`src/rtl/uart_pkg.sv`:
```
// Shared UART definitions: FSM encoding, line levels and default baud parameters.
// Used by both the transmitter and the receiver.
package uart_pkg;

  typedef enum logic [1:0] {
    StIdle,
    StStart,
    StData,
    StStop
  } uart_state_e;

  localparam int unsigned OVERSAMPLE        = 16;
  localparam logic        START_BIT         = 1'b0;
  localparam logic        STOP_BIT          = 1'b1;
  localparam int unsigned DEFAULT_BIT_DEPTH = 11;
  localparam int unsigned DEFAULT_ADDER     = 170;

endpackage

```
`src/rtl/uart_baud_tick.sv`:
```
// Phase-accumulator baud generator: the carry-out of a free-running adder is a
// one-clock tick at f_clk * ADDER / 2^BIT_DEPTH (16x the baud rate).
module uart_baud_tick
  import uart_pkg::*;
#(
  parameter int unsigned BIT_DEPTH = DEFAULT_BIT_DEPTH,
  parameter int unsigned ADDER     = DEFAULT_ADDER
) (
  input  logic clk,
  input  logic clear,
  output logic tick
);

  logic [BIT_DEPTH-1:0] acc_q;
  logic [BIT_DEPTH:0]   sum;

  always_comb begin
    sum = {1'b0, acc_q} + (BIT_DEPTH + 1)'(ADDER);
  end

  assign tick = sum[BIT_DEPTH];

  always_ff @(posedge clk) begin
    if (clear) begin
      acc_q <= '0;
    end else begin
      acc_q <= sum[BIT_DEPTH-1:0];
    end
  end

endmodule

```
`src/rtl/uart_transmitter.sv`:
```
// UART transmitter: 8N1/8N2, LSB first, valid/ready byte input, registered TX line.
// Each bit spans OVERSAMPLE baud ticks from the shared phase-accumulator generator.
module uart_transmitter
  import uart_pkg::*;
#(
  parameter int unsigned BIT_DEPTH = DEFAULT_BIT_DEPTH,
  parameter int unsigned ADDER     = DEFAULT_ADDER,
  parameter int unsigned STOP_BITS = 1
) (
  input  logic       clk,
  input  logic       nrst,
  input  logic [7:0] tx_data,
  input  logic       tx_valid,
  output logic       tx_ready,
  output logic       tx,
  output logic       busy
);

  if (STOP_BITS != 1 && STOP_BITS != 2) begin : g_bad_stop_bits
    $error("uart_transmitter: STOP_BITS must be 1 or 2");
  end

  localparam logic [3:0] OsLast   = 4'(OVERSAMPLE - 1);
  localparam logic [2:0] StopLast = 3'(STOP_BITS - 1);

  uart_state_e state_q;
  logic [7:0]  shift_q;
  logic [2:0]  bit_idx_q;
  logic [3:0]  os_cnt_q;
  logic        tx_q;
  logic        tick;
  logic        accept;
  logic        bit_end;

  assign tx_ready = (state_q == StIdle) && nrst;
  assign busy     = (state_q != StIdle) && nrst;
  assign tx       = tx_q;
  assign accept   = tx_valid && tx_ready;
  assign bit_end  = tick && (os_cnt_q == OsLast);

  // Acceptance restarts the baud phase so every frame starts on a full bit period.
  uart_baud_tick #(
    .BIT_DEPTH(BIT_DEPTH),
    .ADDER    (ADDER)
  ) u_baud_tick (
    .clk  (clk),
    .clear(accept || !nrst),
    .tick (tick)
  );

  always_ff @(posedge clk) begin
    if (!nrst) begin
      state_q   <= StIdle;
      shift_q   <= '0;
      bit_idx_q <= '0;
      os_cnt_q  <= '0;
      tx_q      <= STOP_BIT;
    end else if (accept) begin
      state_q   <= StStart;
      shift_q   <= tx_data;
      bit_idx_q <= '0;
      os_cnt_q  <= '0;
      tx_q      <= START_BIT;
    end else if (tick) begin
      os_cnt_q <= os_cnt_q + 4'd1;
      if (bit_end) begin
        unique case (state_q)
          StIdle: begin
            state_q <= StIdle;
          end
          StStart: begin
            state_q <= StData;
            tx_q    <= shift_q[0];
          end
          StData: begin
            if (bit_idx_q == 3'd7) begin
              state_q   <= StStop;
              bit_idx_q <= '0;
              tx_q      <= STOP_BIT;
            end else begin
              shift_q   <= shift_q >> 1;
              bit_idx_q <= bit_idx_q + 3'd1;
              tx_q      <= shift_q[1];
            end
          end
          StStop: begin
            if (bit_idx_q == StopLast) begin
              state_q   <= StIdle;
              bit_idx_q <= '0;
            end else begin
              bit_idx_q <= bit_idx_q + 3'd1;
            end
            tx_q <= STOP_BIT;
          end
          default: begin
            state_q <= StIdle;
            tx_q    <= STOP_BIT;
          end
        endcase
      end
    end
  end

endmodule

```
`config.mk`:
```
export PLATFORM = sky130hd
export DESIGN_NAME = uart_transmitter
export DESIGN_NICKNAME = d
export VERILOG_FILES = /design/src/rtl/uart_pkg.sv /design/src/rtl/uart_baud_tick.sv /design/src/rtl/uart_transmitter.sv
export SDC_FILE = /design/constraint.sdc
export NUM_CORES = 1
export LEC_CHECK = 0
export ABC_CLOCK_PERIOD_IN_PS = 2430
export CORE_ASPECT_RATIO = 0.75
export CORE_UTILIZATION = 55
export DETAILED_ROUTE_END_ITERATION = 12
export GPL_TIMING_DRIVEN = 0
export PLACE_DENSITY = 0.79
export SLEW_MARGIN = 20
export SYNTH_ARGS = -nofsm -noshare
export SYNTH_HDL_FRONTEND = slang
export SYNTH_SLANG_ARGS = --single-unit
```
`constraint.sdc`:
```
create_clock -name clk -period 2.43 [get_ports clk]
set_clock_uncertainty 0.15 [all_clocks]
set_input_delay 0.3645 -clock clk [delete_from_list [all_inputs] [get_ports clk]]
set_output_delay 0.3645 -clock clk [all_outputs]
set_load 0.05 [all_outputs]
```
Yosys cells after proc, flatten, opt, wreduce, memory -nomap -nowiden. Cells that the tools add are included.

Bits in registers: 29. Logic and storage cells: 60.

Add/subtract/negate cells: 3. Eq/ne operators: 10. Mux-type cells: 19. Bitwise gates (word level): 1. Reductions and logical operators: 20.

Operators with widths (count): two-way mux 8 bit (5); adder 11 x 8 -> 12 bit (second input constant) (1); AND reduction 4 bit (3); nonzero test 2 bit (5); one-hot mux 2 bit (4 select lines) (1); two-way mux 1 bit (7); two-way mux 3 bit (2); != test 2 bit (second input constant) (3); != test 3 bit (second input constant) (2); one-hot mux 3 bit (2 select lines) (1); AND reduction 3 bit (2); adder 4 x 1 -> 4 bit (second input constant) (1); equality test 2 bit (second input constant) (2); equality test 4 bit (second input constant) (1); logical AND 1 bit (4); two-way mux 2 bit (2); nonzero test 4 bit (1); adder 3 x 1 -> 3 bit (second input constant) (1); equality test 3 bit (second input constant) (1); logical NOT 3 bit (1); one-hot mux 1 bit (3 select lines) (1); equality test 2 x 1 -> 1 bit (second input constant) (1); logical NOT 2 bit (1); OR reduction 2 bit (1); 3 further kinds (3).

Logic depth before layout (Yosys ltp).
Word-level depth: 6. Mapped depth: 7.

Modules after synthesis. From an unflattened synthesis, not the netlist that was laid out.

Cells, all modules: 163. Area total of the unflattened synthesis: 1391.3 sq um.

By module, submodules not included: uart_transmitter (times used 1, cells an instance 115, area an instance 932.1 sq um, seq. area each 360.3 sq um); uart_baud_tick (times used 1, cells an instance 48, area an instance 459.2 sq um, seq. area each 200.2 sq um).

Least setup slack after synthesis. No wires, ideal clock.

Path kind: input to output. Start point: in nrst. End point: out busy. Data arrival time: 1640 ps. Path slack: 276 ps. Stages on the path: 3. Buffers on the path: 2. Path through: clkbuf_1 clkbuf_1 nor2b_1.

Cells in the longest elaborated chain, start to end: 1.

Ends and longest elaborated chain: start: declaration (line uart_transmitter.sv:11) `input logic nrst,`; logical AND 1 bit (line uart_transmitter.sv:36) `assign busy = (state_q != StIdle) && nrst;`; end: declaration (line uart_transmitter.sv:16) `output logic busy`.

Every way passes these cells.

Worst setup path in the final report.
Start point: in nrst. End point: out tx_ready.

Cells in the longest elaborated chain, start to end: 1.

Ends and longest elaborated chain: logical AND 1 bit (line uart_transmitter.sv:35) `assign tx_ready = (state_q == StIdle) && nrst;`; end: declaration (line uart_transmitter.sv:14) `output logic tx_ready,`.

Every way passes these cells.

==> flow_summary.yaml <==
cts:
  clk-insertion-delay-late_ps: 330
  cts_root_buf: "clkbuf_4"
  clock-sinks: 28
  cts_buffer_depth: 2
  cts_tree: "yes"
  clk_pin_slew_ps: 150
  h-tree-depth: 1
  cts_setup_buffers: 0
  cts-buffers-inserted: 3
critical_path:
  r2r_end: "shift_q[7]"
  crit_fanout: 10
  cp_num_buf_inv: 3
  path_delay_family: "buffers and inverters"
  endpoint: "tx_ready"
  rr_worst_depth: 5
  cp_common_cell: "clkbuf_1"
  crit_slowest_cell: "dlygate4sd2_1"
  r2r_slack_ps: 440
  crit_path_max_incr_delay_ps: 530
  startpoint_type: "input port"
  crit_chain: "clkbuf_1 > clkbuf_1 > and2_1 > dlygate4sd2_1"
  worstReg2RegStart: "u_baud_tick.acc_q[1]"
  crit_required_ps: 1920
  crit_cells: 4
  worstPathArrival_ps: 1770
  critPathKind: "input port to output port"
  crit_start: "nrst"
  worstSetupEndpointType: "output port"
floorplanning:
  die_h_um: 47.0
  die_w_um: 62.0
  io_pins: 14
  dieArea_sq_um: 2910
  core_sq_um: 2420
  rows: 15
  initial_core_util_pct: 61.2
route:
  dr.pass1.iters: 4
  vias: 1210
  drt_iter0_markers: 58
  wl_per_cell_um: 13.4
  routed_via_density: 5.55
  drc: 0
  antenna_left: 0
  routed_wl_mm: 2.91
synth:
  synth_area_leaders: "dfxtp_1 38%, ha_1 6.8%, mux2i_1 6.1%, mux2_2 5.3%, nand2_1 5.3%"
  synth.distinct_cells: 37
  synth-edff-count: 0
  synth_top_area_cell: "dfxtp_1"
  yosysTopAreaCellShare_pct: 37.8
  async_reset_ff_share_pct: 0
  synth_commonest_cells: "28 x dfxtp_1, 21 x nand2_1, 14 x nor2_1"
  ys.flop_type: "dfxtp_1"
  ys_seq_area_share_pct: 37.8
  synth.most_common_cell: "dfxtp_1"
  postSynthAreaPerCell_sq_um: 8.83
  synth_nets: 187
  syn_area_sq_um: 1480
  ys_ff_latch: 28
  synth_cells: 168
  yosysWarnings: 0
timing:
  hold_viol_final: 0
  rsz0062_at_grt: "false"
  min_period_ps: 2280
  setup_viol: 0
  fin_crit_sh_pct: 93.9
  worst_pin_slew_ps: 496
  slew_viol_final: 0
  slew_headroom_pct: 67.1
  fmax_mhz: 438
finish:
  multi_input_area_sq_um: 871
  nFillCells: 196
  area_delta_synth_final_pct: 13.2
  nets: 204
  diodes: 0
  drive_gt1_share_pct: 12.0
  seq_area_sq_um: 561
  stdcell_count: 218
power:
  power-per-cell-area_nw_per_um2: 513
  total_power_uw: 862
  irDropWorstVdd_v: 0.000474
  p_leak_nw: 0.667
global_routing:
  grt_max_degree: 16
  antenna_found_initial: 0
  first_global_vias: 1136
  grt_usage_pct: 22.4
  gr-total-overflow: 0
  grt_pass1_wl_mm: 4.77
placement:
  dp_cells: 214
  gp_congestion: 0.851
  portBuffers: 12
  dpl.hpwl_mm: 2.23
outcome:
  outcome: "complete, no violations"
min_path:
  min_path_type: "input port to flop"
job:
  maxCapViolCount: 0
-- area by class of cell --
type	instances	share of cell area [%]
repair buffers	12	7.00
clock buffers	4	2.16
inverters	7	1.56
plain buffers	6	1.49
flip-flops and latches	28	33.4
well taps	34	2.53
multi-input cells	127	51.9
-- sequential cells by signal, indices dropped and copies added (netlist names) --
| register | cells |
|---|---|
| os_cnt_q | 4 |
| tx | 1 |
| shift_q | 8 |
| bit_idx_q | 3 |
| u_baud_tick.acc_q | 10 |
| state_q | 2 |
-- worst min-delay path by stage --
stage / start / end / slack (ps) / cells past startpoint
after floorplan: u_baud_tick.acc_q[1] / u_baud_tick.acc_q[1] / 270 / 1
after global placement: u_baud_tick.acc_q[1] / u_baud_tick.acc_q[1] / 280 / 1
after detailed placement: u_baud_tick.acc_q[1] / u_baud_tick.acc_q[1] / 300 / 1
after CTS: nrst / u_baud_tick.acc_q[8] / 260 / 3
after global routing: nrst / u_baud_tick.acc_q[8] / 280 / 3
final: nrst / u_baud_tick.acc_q[8] / 270 / 3
-- metrics by stage --
step	hold slack (ps)	setup WS (ps)	setup TNS, ps	instance area, sq um	utilization [%]
after floorplan	267	276	0	1480	-
after global placement	281	-88.8	-161	1650	68.0
after detailed placement	298	-116	-213	1650	68.0
after CTS	261	161	0	1680	69.4
after global routing	276	67.7	0	1680	69.4
final	266	147	0	1680	69.4
-- cells by family after synthesis --
family	share of synthesized area [%]
and+or+nand+nor	20.6
xor gates and xnor gates	4.14
adders and majority gates	6.75
AOI/OAI and AO/OA	15.9
DFF	37.8
muxes	11.4
buffers and inverters	3.46
-- placed cells by master, fill, tap and decap left out, drive strengths merged, types with 2 or more instances in the layout --
cell type,n
dfxtp,28
nand2,21
nor2,14
a21oi,11
clkdlybuf4s50,10
o21ai,9
nand3,9
mux2i,9
ha,8
clkbuf,8
inv,7
mux2,7
xnor2,6
and3,3
nand2b,3
and2,2
nor2b,2
a21o,2
buf,2
a31o,2
nand4,2
nor3,2
or2,2
dlygate4sd2,2
-- tightest hold or removal path: stages --
cell	delay, ps
clkbuf_1	170
nand3_1	120
mux2i_1	60
-- where the power goes --
part	internal [mW]	total (mW)	switching, mW
Clock	0.0919	0.232	0.140
Combinational	0.0623	0.133	0.0704
Sequential	0.479	0.497	0.0183
-- metal layers --
layer  GRT usage [%]  vias up  part of all wire (%)  wire (um)
li1                -      616                     -          -
met1            27.1      577                    48       1390
met2            40.2       13                    49       1410
met3            6.06        4                   2.9         84
met4            4.44        0                  0.86         25
met5               0        -                     0          0
-- timing repair --
action | CTS | global route
gates resized for setup | 2 | 0
hold buffers | 0 | 0
setup endpoints to repair | 2 | 0
Power figures use the tool's default switching activity.
